[src/rtl/vga_timing_gen.sv]
// vga_timing_gen: parametrised VGA raster timing generator with a built-in
// test-pattern source. A pair of free-running counters walks the raster; a
// single registered output stage turns the current counter position into
// sync, data-enable, frame/line pulses and pixel colour, so every output is
// aligned and lags the counters by exactly one enabled cycle.

module vga_timing_gen #(
    parameter int H_VISIBLE  = 800,
    parameter int H_FP       = 40,
    parameter int H_SYNC     = 128,
    parameter int H_BP       = 88,
    parameter int V_VISIBLE  = 600,
    parameter int V_FP       = 1,
    parameter int V_SYNC     = 4,
    parameter int V_BP       = 23,
    parameter bit H_SYNC_POL = 1'b0,
    parameter bit V_SYNC_POL = 1'b0,
    parameter int CNT_W      = 11,
    parameter int COLOR_W    = 4
) (
    input  logic                 clk,
    input  logic                 rst,
    input  logic                 pix_en,
    input  logic [1:0]           mode,
    input  logic [3*COLOR_W-1:0] solid_rgb,
    output logic [CNT_W-1:0]     hcount,
    output logic [CNT_W-1:0]     vcount,
    output logic                 hsync,
    output logic                 vsync,
    output logic                 de,
    output logic                 frame_start,
    output logic                 line_start,
    output logic [COLOR_W-1:0]   red,
    output logic [COLOR_W-1:0]   green,
    output logic [COLOR_W-1:0]   blue
);

    // ------------------------------------------------------------------
    // Raster geometry
    // ------------------------------------------------------------------
    localparam int H_TOTAL = H_VISIBLE + H_FP + H_SYNC + H_BP;
    localparam int V_TOTAL = V_VISIBLE + V_FP + V_SYNC + V_BP;

    // Bounds are held one bit wider than the counters so that a sync pulse
    // ending exactly at 2^CNT_W (zero back porch) is still representable.
    localparam int BW = CNT_W + 1;

    localparam logic [CNT_W-1:0] H_LAST = CNT_W'(H_TOTAL - 1);
    localparam logic [CNT_W-1:0] V_LAST = CNT_W'(V_TOTAL - 1);
    localparam logic [CNT_W-1:0] CNT_ZERO = {CNT_W{1'b0}};

    localparam logic [BW-1:0] H_VIS_B  = BW'(H_VISIBLE);
    localparam logic [BW-1:0] HS_BEG_B = BW'(H_VISIBLE + H_FP);
    localparam logic [BW-1:0] HS_END_B = BW'(H_VISIBLE + H_FP + H_SYNC);
    localparam logic [BW-1:0] V_VIS_B  = BW'(V_VISIBLE);
    localparam logic [BW-1:0] VS_BEG_B = BW'(V_VISIBLE + V_FP);
    localparam logic [BW-1:0] VS_END_B = BW'(V_VISIBLE + V_FP + V_SYNC);

    // Colour-bar boundaries: left edge of bars 1..7, fixed at elaboration.
    localparam logic [BW-1:0] BAR_EDGE [1:7] = '{
        BW'((1 * H_VISIBLE) / 8),
        BW'((2 * H_VISIBLE) / 8),
        BW'((3 * H_VISIBLE) / 8),
        BW'((4 * H_VISIBLE) / 8),
        BW'((5 * H_VISIBLE) / 8),
        BW'((6 * H_VISIBLE) / 8),
        BW'((7 * H_VISIBLE) / 8)
    };

    // Zero-extended counter views wide enough for the grid and gradient
    // slices; bits above the real counter width read as zero.
    localparam int HW = COLOR_W + 4;
    localparam int VW = (COLOR_W + 2 > 5) ? COLOR_W + 2 : 5;

    localparam logic [3*COLOR_W-1:0] RGB_ZERO  = {(3*COLOR_W){1'b0}};
    localparam logic [3*COLOR_W-1:0] RGB_WHITE = {(3*COLOR_W){1'b1}};

    // ------------------------------------------------------------------
    // Elaboration-time parameter checks
    // ------------------------------------------------------------------
    generate
        if ((H_TOTAL > (1 << CNT_W)) || (V_TOTAL > (1 << CNT_W))) begin : g_bad_cnt_w
            $error("vga_timing_gen: CNT_W too narrow for H_TOTAL/V_TOTAL");
        end
        if (COLOR_W < 1) begin : g_bad_color_w
            $error("vga_timing_gen: COLOR_W must be at least 1");
        end
        if ((H_VISIBLE < 1) || (V_VISIBLE < 1) || (H_SYNC < 1) || (V_SYNC < 1)) begin : g_bad_geom
            $error("vga_timing_gen: visible area and sync widths must be non-zero");
        end
        if ((H_FP < 0) || (H_BP < 0) || (V_FP < 0) || (V_BP < 0)) begin : g_bad_porch
            $error("vga_timing_gen: porch widths must not be negative");
        end
    endgenerate

    // ------------------------------------------------------------------
    // Helper functions
    // ------------------------------------------------------------------

    // Index of the colour bar containing horizontal position h.
    function automatic logic [2:0] bar_index(input logic [CNT_W-1:0] h);
        logic [2:0] idx;
        idx = 3'd0;
        for (int k = 1; k < 8; k++) begin
            if ({1'b0, h} >= BAR_EDGE[k]) begin
                idx = 3'(k);
            end else begin
                idx = idx;
            end
        end
        return idx;
    endfunction

    // Expand a 3-bit bar index into full-scale {r,g,b} channels.
    function automatic logic [3*COLOR_W-1:0] bar_colour(input logic [2:0] idx);
        return {{COLOR_W{idx[2]}}, {COLOR_W{idx[1]}}, {COLOR_W{idx[0]}}};
    endfunction

    // ------------------------------------------------------------------
    // Internal state and decode
    // ------------------------------------------------------------------
    logic [1:0]           mode_r;
    logic [HW-1:0]        h_ext_s;
    logic [VW-1:0]        v_ext_s;
    logic                 hs_act_s;
    logic                 vs_act_s;
    logic                 vis_s;
    logic                 origin_s;
    logic                 line_head_s;
    logic [1:0]           mode_cur_s;
    logic [2:0]           bar_s;
    logic                 grid_s;
    logic [3*COLOR_W-1:0] pat_s;
    logic [3*COLOR_W-1:0] rgb_s;

    // Raster counters: advance one pixel per enabled cycle, wrap line and frame.
    always_ff @(posedge clk) begin
        if (rst) begin
            hcount <= CNT_ZERO;
            vcount <= CNT_ZERO;
        end else if (pix_en) begin
            if (hcount == H_LAST) begin
                hcount <= CNT_ZERO;
                if (vcount == V_LAST) begin
                    vcount <= CNT_ZERO;
                end else begin
                    vcount <= vcount + {{(CNT_W-1){1'b0}}, 1'b1};
                end
            end else begin
                hcount <= hcount + {{(CNT_W-1){1'b0}}, 1'b1};
                vcount <= vcount;
            end
        end else begin
            hcount <= hcount;
            vcount <= vcount;
        end
    end

    // Region decode and pattern generation for the pixel the counters hold now.
    always_comb begin
        h_ext_s     = HW'(hcount);
        v_ext_s     = VW'(vcount);
        hs_act_s    = ({1'b0, hcount} >= HS_BEG_B) && ({1'b0, hcount} < HS_END_B);
        vs_act_s    = ({1'b0, vcount} >= VS_BEG_B) && ({1'b0, vcount} < VS_END_B);
        vis_s       = ({1'b0, hcount} < H_VIS_B) && ({1'b0, vcount} < V_VIS_B);
        origin_s    = (hcount == CNT_ZERO) && (vcount == CNT_ZERO);
        line_head_s = (hcount == CNT_ZERO) && ({1'b0, vcount} < V_VIS_B);
        // At pixel (0,0) the freshly sampled mode already applies, so the
        // whole new frame is drawn with one mode.
        mode_cur_s  = origin_s ? mode : mode_r;
        bar_s       = bar_index(hcount);
        grid_s      = (h_ext_s[4:0] == 5'd0) || (v_ext_s[4:0] == 5'd0);
        pat_s       = RGB_ZERO;
        case (mode_cur_s)
            2'd0:    pat_s = solid_rgb;
            2'd1:    pat_s = bar_colour(bar_s);
            2'd2:    pat_s = grid_s ? RGB_WHITE : RGB_ZERO;
            2'd3:    pat_s = {v_ext_s[COLOR_W+1:2], h_ext_s[COLOR_W+1:2], h_ext_s[COLOR_W+3:4]};
            default: pat_s = RGB_ZERO;
        endcase
        if (vis_s) begin
            rgb_s = pat_s;
        end else begin
            rgb_s = RGB_ZERO;
        end
    end

    // Output stage: register the decoded pixel; pulses last one clk only.
    always_ff @(posedge clk) begin
        if (rst) begin
            mode_r      <= 2'd0;
            hsync       <= ~H_SYNC_POL;
            vsync       <= ~V_SYNC_POL;
            de          <= 1'b0;
            frame_start <= 1'b0;
            line_start  <= 1'b0;
            red         <= {COLOR_W{1'b0}};
            green       <= {COLOR_W{1'b0}};
            blue        <= {COLOR_W{1'b0}};
        end else if (pix_en) begin
            mode_r      <= mode_cur_s;
            hsync       <= hs_act_s ? H_SYNC_POL : ~H_SYNC_POL;
            vsync       <= vs_act_s ? V_SYNC_POL : ~V_SYNC_POL;
            de          <= vis_s;
            frame_start <= origin_s;
            line_start  <= line_head_s;
            red         <= rgb_s[3*COLOR_W-1:2*COLOR_W];
            green       <= rgb_s[2*COLOR_W-1:COLOR_W];
            blue        <= rgb_s[COLOR_W-1:0];
        end else begin
            mode_r      <= mode_r;
            hsync       <= hsync;
            vsync       <= vsync;
            de          <= de;
            frame_start <= 1'b0;
            line_start  <= 1'b0;
            red         <= red;
            green       <= green;
            blue        <= blue;
        end
    end

endmodule

[config.mk]
export PLATFORM = sky130hd
export DESIGN_NAME = vga_timing_gen
export DESIGN_NICKNAME = d
export VERILOG_FILES = /design/src/rtl/vga_timing_gen.sv
export SDC_FILE = /design/constraint.sdc
export NUM_CORES = 1
export LEC_CHECK = 0
export ABC_CLOCK_PERIOD_IN_PS = 3800
export BUFFER_PORTS_ARGS = -buffer_cell sky130_fd_sc_hd__buf_2
export CORE_MARGIN = 5
export CORE_UTILIZATION = 42
export DETAILED_ROUTE_END_ITERATION = 8
export GPL_TIMING_DRIVEN = 0
export REMOVE_ABC_BUFFERS = 1
export SETUP_SLACK_MARGIN = 0.05
export SLEW_MARGIN = 20
export SYNTH_ARGS = -nofsm -noshare
export SYNTH_HDL_FRONTEND = slang
export SYNTH_SLANG_ARGS = --single-unit
[constraint.sdc]
create_clock -name clk -period 3.8 [get_ports clk]
set_input_delay 0.19 -clock clk [delete_from_list [all_inputs] [get_ports clk]]
set_output_delay 0.19 -clock clk [all_outputs]
set_load 0.02 [all_outputs]
==> key figures <==
Drt
  – DRC violations left: 0
  – Router iterations before antenna repair: 4
  – Met3 routed WL: 393 µm
  – Routed wire length: about 6.3 mm
  – Via count: around 2300
  – Wire length on met2: ~2.7 mm
  – Top sig layer: met4
  – Starting DRT DRC Count: between 150 and 200
  – Routed Antenna Nets: 0
  – DR WL/cell: 15.0 µm
  – Vias per inst: 5.56
  – DRT met1 WL: 3.08 mm

Logic synthesis
  – Top FF cell, synth: dfxtp_1
  – Ranking of synthesized cells by area: dfxtp_1 34%, nand2_1 5.1%, nor2_1 4.8%
  – Largest area contributor in the netlist: dfxtp_1
  – Register area share after synthesis: between 30 and 40%
  – Synth warnings: 0
  – Async S/R FF share, synth: 0%
  – Mapped Cells: between 300 and 400
  – Area share of the largest cell type after synthesis: roughly a third
  – Yosys reg bits: 41
  – Synthesized cell area: about 0.0024 mm²
  – Syn Area/Cell: 7.97 µm²
  – Post-synth EDFFs: 0
  – Unique masters post-synth: 54

Floorplanning
  – Die height: 85.7 µm
  – # IOs: 56
  – Initial Utilization: 43.4%
  – Die width: roughly 86 µm
  – Die footprint: about 0.0073 mm²
  – Row count: 27
  – Core area: 0.00554 mm²

Finish
  – # fillers: roughly 580
  – Antenna Cells: 0
  – Share of cells above drive strength 1: roughly a fifth
  – Multi-input logic area: 0.00144 mm²
  – P&R area growth vs syn: 15.3%
  – Sequential cell area: around 820 µm²
  – Nets: 365

Power
  – Total Power: between 900 and 1000 µW
  – PwrDens: between 300 and 400 mW/mm²
  – Peak VDD IR: between 0.15 and 0.2 mV
  – Leakage: roughly 0.0012 µW

Timing
  – Final worst-path cycle share: 59.8%
  – Clock skew: about 0.012 ns
  – Max-slew headroom: roughly half
  – Fin. max-slew vios: 0
  – Slew @ Worst Pin: 0.723 ns
  – Setup TNS: 0 ns
  – Hold violation count in the final report: 0
  – Fmax: 0.440 GHz
  – Final worst path period need: about 2.3 ns
  – RSZ-0062 raised after global routing: no
  – Final setup fails: 0

Min path
  – Hold path depth: 3
  – Hold endpoint: green[2]
  – Hold WC Path Type: input pin to flip-flop
  – HP Start: solid_rgb[6]

Place
  – GP Congestion: about 0.8
  – HPWL after detailed placement: 4.53 mm
  – I/O Buffers: 55

Worst setup path
  – Internal reg-to-reg setup slack: roughly 1.5 ns
  – R2R Path End: blue[2]
  – Path type of the worst setup path: flip-flop to flip-flop
  – CP max-delay cell: dfxtp_1
  – CP Capture Type: flip-flop
  – Worst reg2reg path depth: 6
  – Critical Path, Cell by Cell: nor3_1 > and4_1 > a21oi_1 > or2_1 > a2111o_1 > o211a_1
  – CP arrival: approximately 2.5 ns
  – Worst setup SP type: flip-flop
  – CP max FO: 15
  – Worst R2R Start: hcount[5]
  – Delay of the slowest critical-path stage: between 0.4 and 0.5 ns
  – Req. time, crit path: ~4.0 ns

Clock tree
  – Max clock buf depth: 2
  – Clock slew at reported path FFs: ~0.080 ns
  – CTS Root Buffer Type: clkbuf_8
  – Hold Buf Count CTS: 0
  – H-tree depth: 2
  – CTS tree: built
  – Post-cts sizing count: 0
  – Post-CTS Setup Bufs: 0
  – TritonCTS Sinks: slightly above 40
  – Clock latency on the worst-skew pair: roughly 0.30 ns
  – Number of CTS-inserted buffers: 5

Global routing
  – Congestion Overflow GR: 0
  – Antenna violations before repair: 0
  – First-pass GRT wire length: 10.7 mm
  – All-layer global routing usage: approximately 18%
  – Largest net degree at the start of global routing: 22
  – Vias in the first global route: around 2200

Status
  – Status: complete, no violations

Job
  – Max-cap viol count: 0
-- cell families after synthesis --
logic type / share of synthesized area, %
flops: 34.1
xor+xnor: 7.28
compound gates: 19.9
simple gates: 26.9
fa+ha+maj: 2.60
buf+inv: 6.19
mux: 3.02
-- area by class of cell --
cell class / count / area share (%)
Timing Repair Buffer: 55 / 9.92
Inverter: 10 / 1.35
Multi-Input combinational cell: 230 / 51.8
Clock inverter: 3 / 1.67
Tap cell: 72 / 3.25
Sequential cell: 41 / 29.6
Clock buffer: 5 / 2.48
-- power by group --
group          internal (µW)  total [µW]  leakage [µW]  switching (µW)
Sequential               448         462      0.000334            13.7
Combinational           57.6         152      0.000812            94.5
Clock                    197         362     0.0000543             166
Total                    702         976       0.00120             274
-- layout by cell type (no fill, tap or decap), drive strengths merged, types with 2 or more instances in the layout --
cell type | Yosys | routed
buf | 9 | 55
dfxtp | 41 | 41
nand2 | 34 | 34
nor2 | 31 | 31
o21ai | 23 | 23
nor3 | 16 | 16
xnor2 | 12 | 12
nand3 | 11 | 11
a21oi | 11 | 11
inv | 10 | 10
nand4 | 9 | 9
xor2 | 8 | 8
nor4 | 6 | 6
mux2i | 6 | 6
a211oi | 5 | 5
ha | 5 | 5
clkbuf | 12 | 5
a31oi | 4 | 4
o21a | 4 | 4
and3 | 4 | 4
nand3b | 3 | 3
o211a | 3 | 3
nor4b | 3 | 3
a221oi | 3 | 3
and2 | 2 | 2
or3 | 2 | 2
or4b | 2 | 2
a21o | 2 | 2
o22ai | 2 | 2
o221ai | 2 | 2
nor2b | 2 | 2
a2111o | 2 | 2
-- metrics by stage --
stage / utilization, % / instance area (µm²) / setup slack (ns) / std cells / hold slack (ns)
detailed placement: 48.0 / 2660 / 1.57 / 408 / 0.437
floorplan: - / 2290 / 1.68 / 281 / 0.259
finish: 50.1 / 2780 / 1.53 / 416 / 0.166
global route: 50.1 / 2780 / 1.32 / 416 / 0.170
global placement: 48.0 / 2660 / 1.58 / 408 / 0.430
CTS: 50.1 / 2780 / 1.54 / 416 / 0.155
-- how the worst max path moves through the flow --
stage,startpoint,to,slack (ns)
2_1_floorplan,hcount[0],blue[3],1.68
3_3_place_gp,hcount[0],blue[2],1.58
3_5_place_dp,hcount[0],blue[2],1.57
4_1_cts,hcount[0],blue[2],1.54
5_1_grt,hcount[3],vcount[8],1.32
6_report,hcount[5],blue[2],1.53
-- flip-flops by register name, summed over array words and instances, names as in the netlist --
register	flops
vsync	1
mode_r	2
frame_start	1
vcount	11
de	1
hcount	11
hsync	1
blue	4
line_start	1
green	4
red	4
-- metal layers --
metal  vias to the layer above  global-route usage (%)
met3                         9                    3.65
met4                         0                    5.32
met5                         -                       0
met1                      1050                    24.9
li1                       1177                       -
met2                        76                    27.9
-- synth_stat cells, types with 2 or more instances --
cell type	number
a31oi_1	4
inv_1	10
dfxtp_1	41
mux2i_1	5
buf_2	2
nor4_1	6
nor2b_1	2
a2111o_1	2
buf_1	2
or3_1	2
nand4_1	9
or4b_1	2
o21ai_0	22
nand3_1	11
o211a_1	3
buf_4	2
a21o_1	2
buf_6	3
nor4b_1	2
and3_1	3
nand3b_1	3
a21oi_1	11
o221ai_1	2
nand2_1	33
clkbuf_1	12
o22ai_1	2
nor3_1	16
ha_1	5
and2_1	2
a221oi_1	2
o21a_1	4
xor2_1	8
a211oi_1	5
xnor2_1	12
nor2_1	31
-- worst max-delay path: cells and delay by family, from the launching register on --
kind | cells | cell delay, ns
flops | 1 | 0.48
compound gates | 3 | 0.62
simple gates | 3 | 1.06
Note: power is estimated with default switching activity, not from simulation.
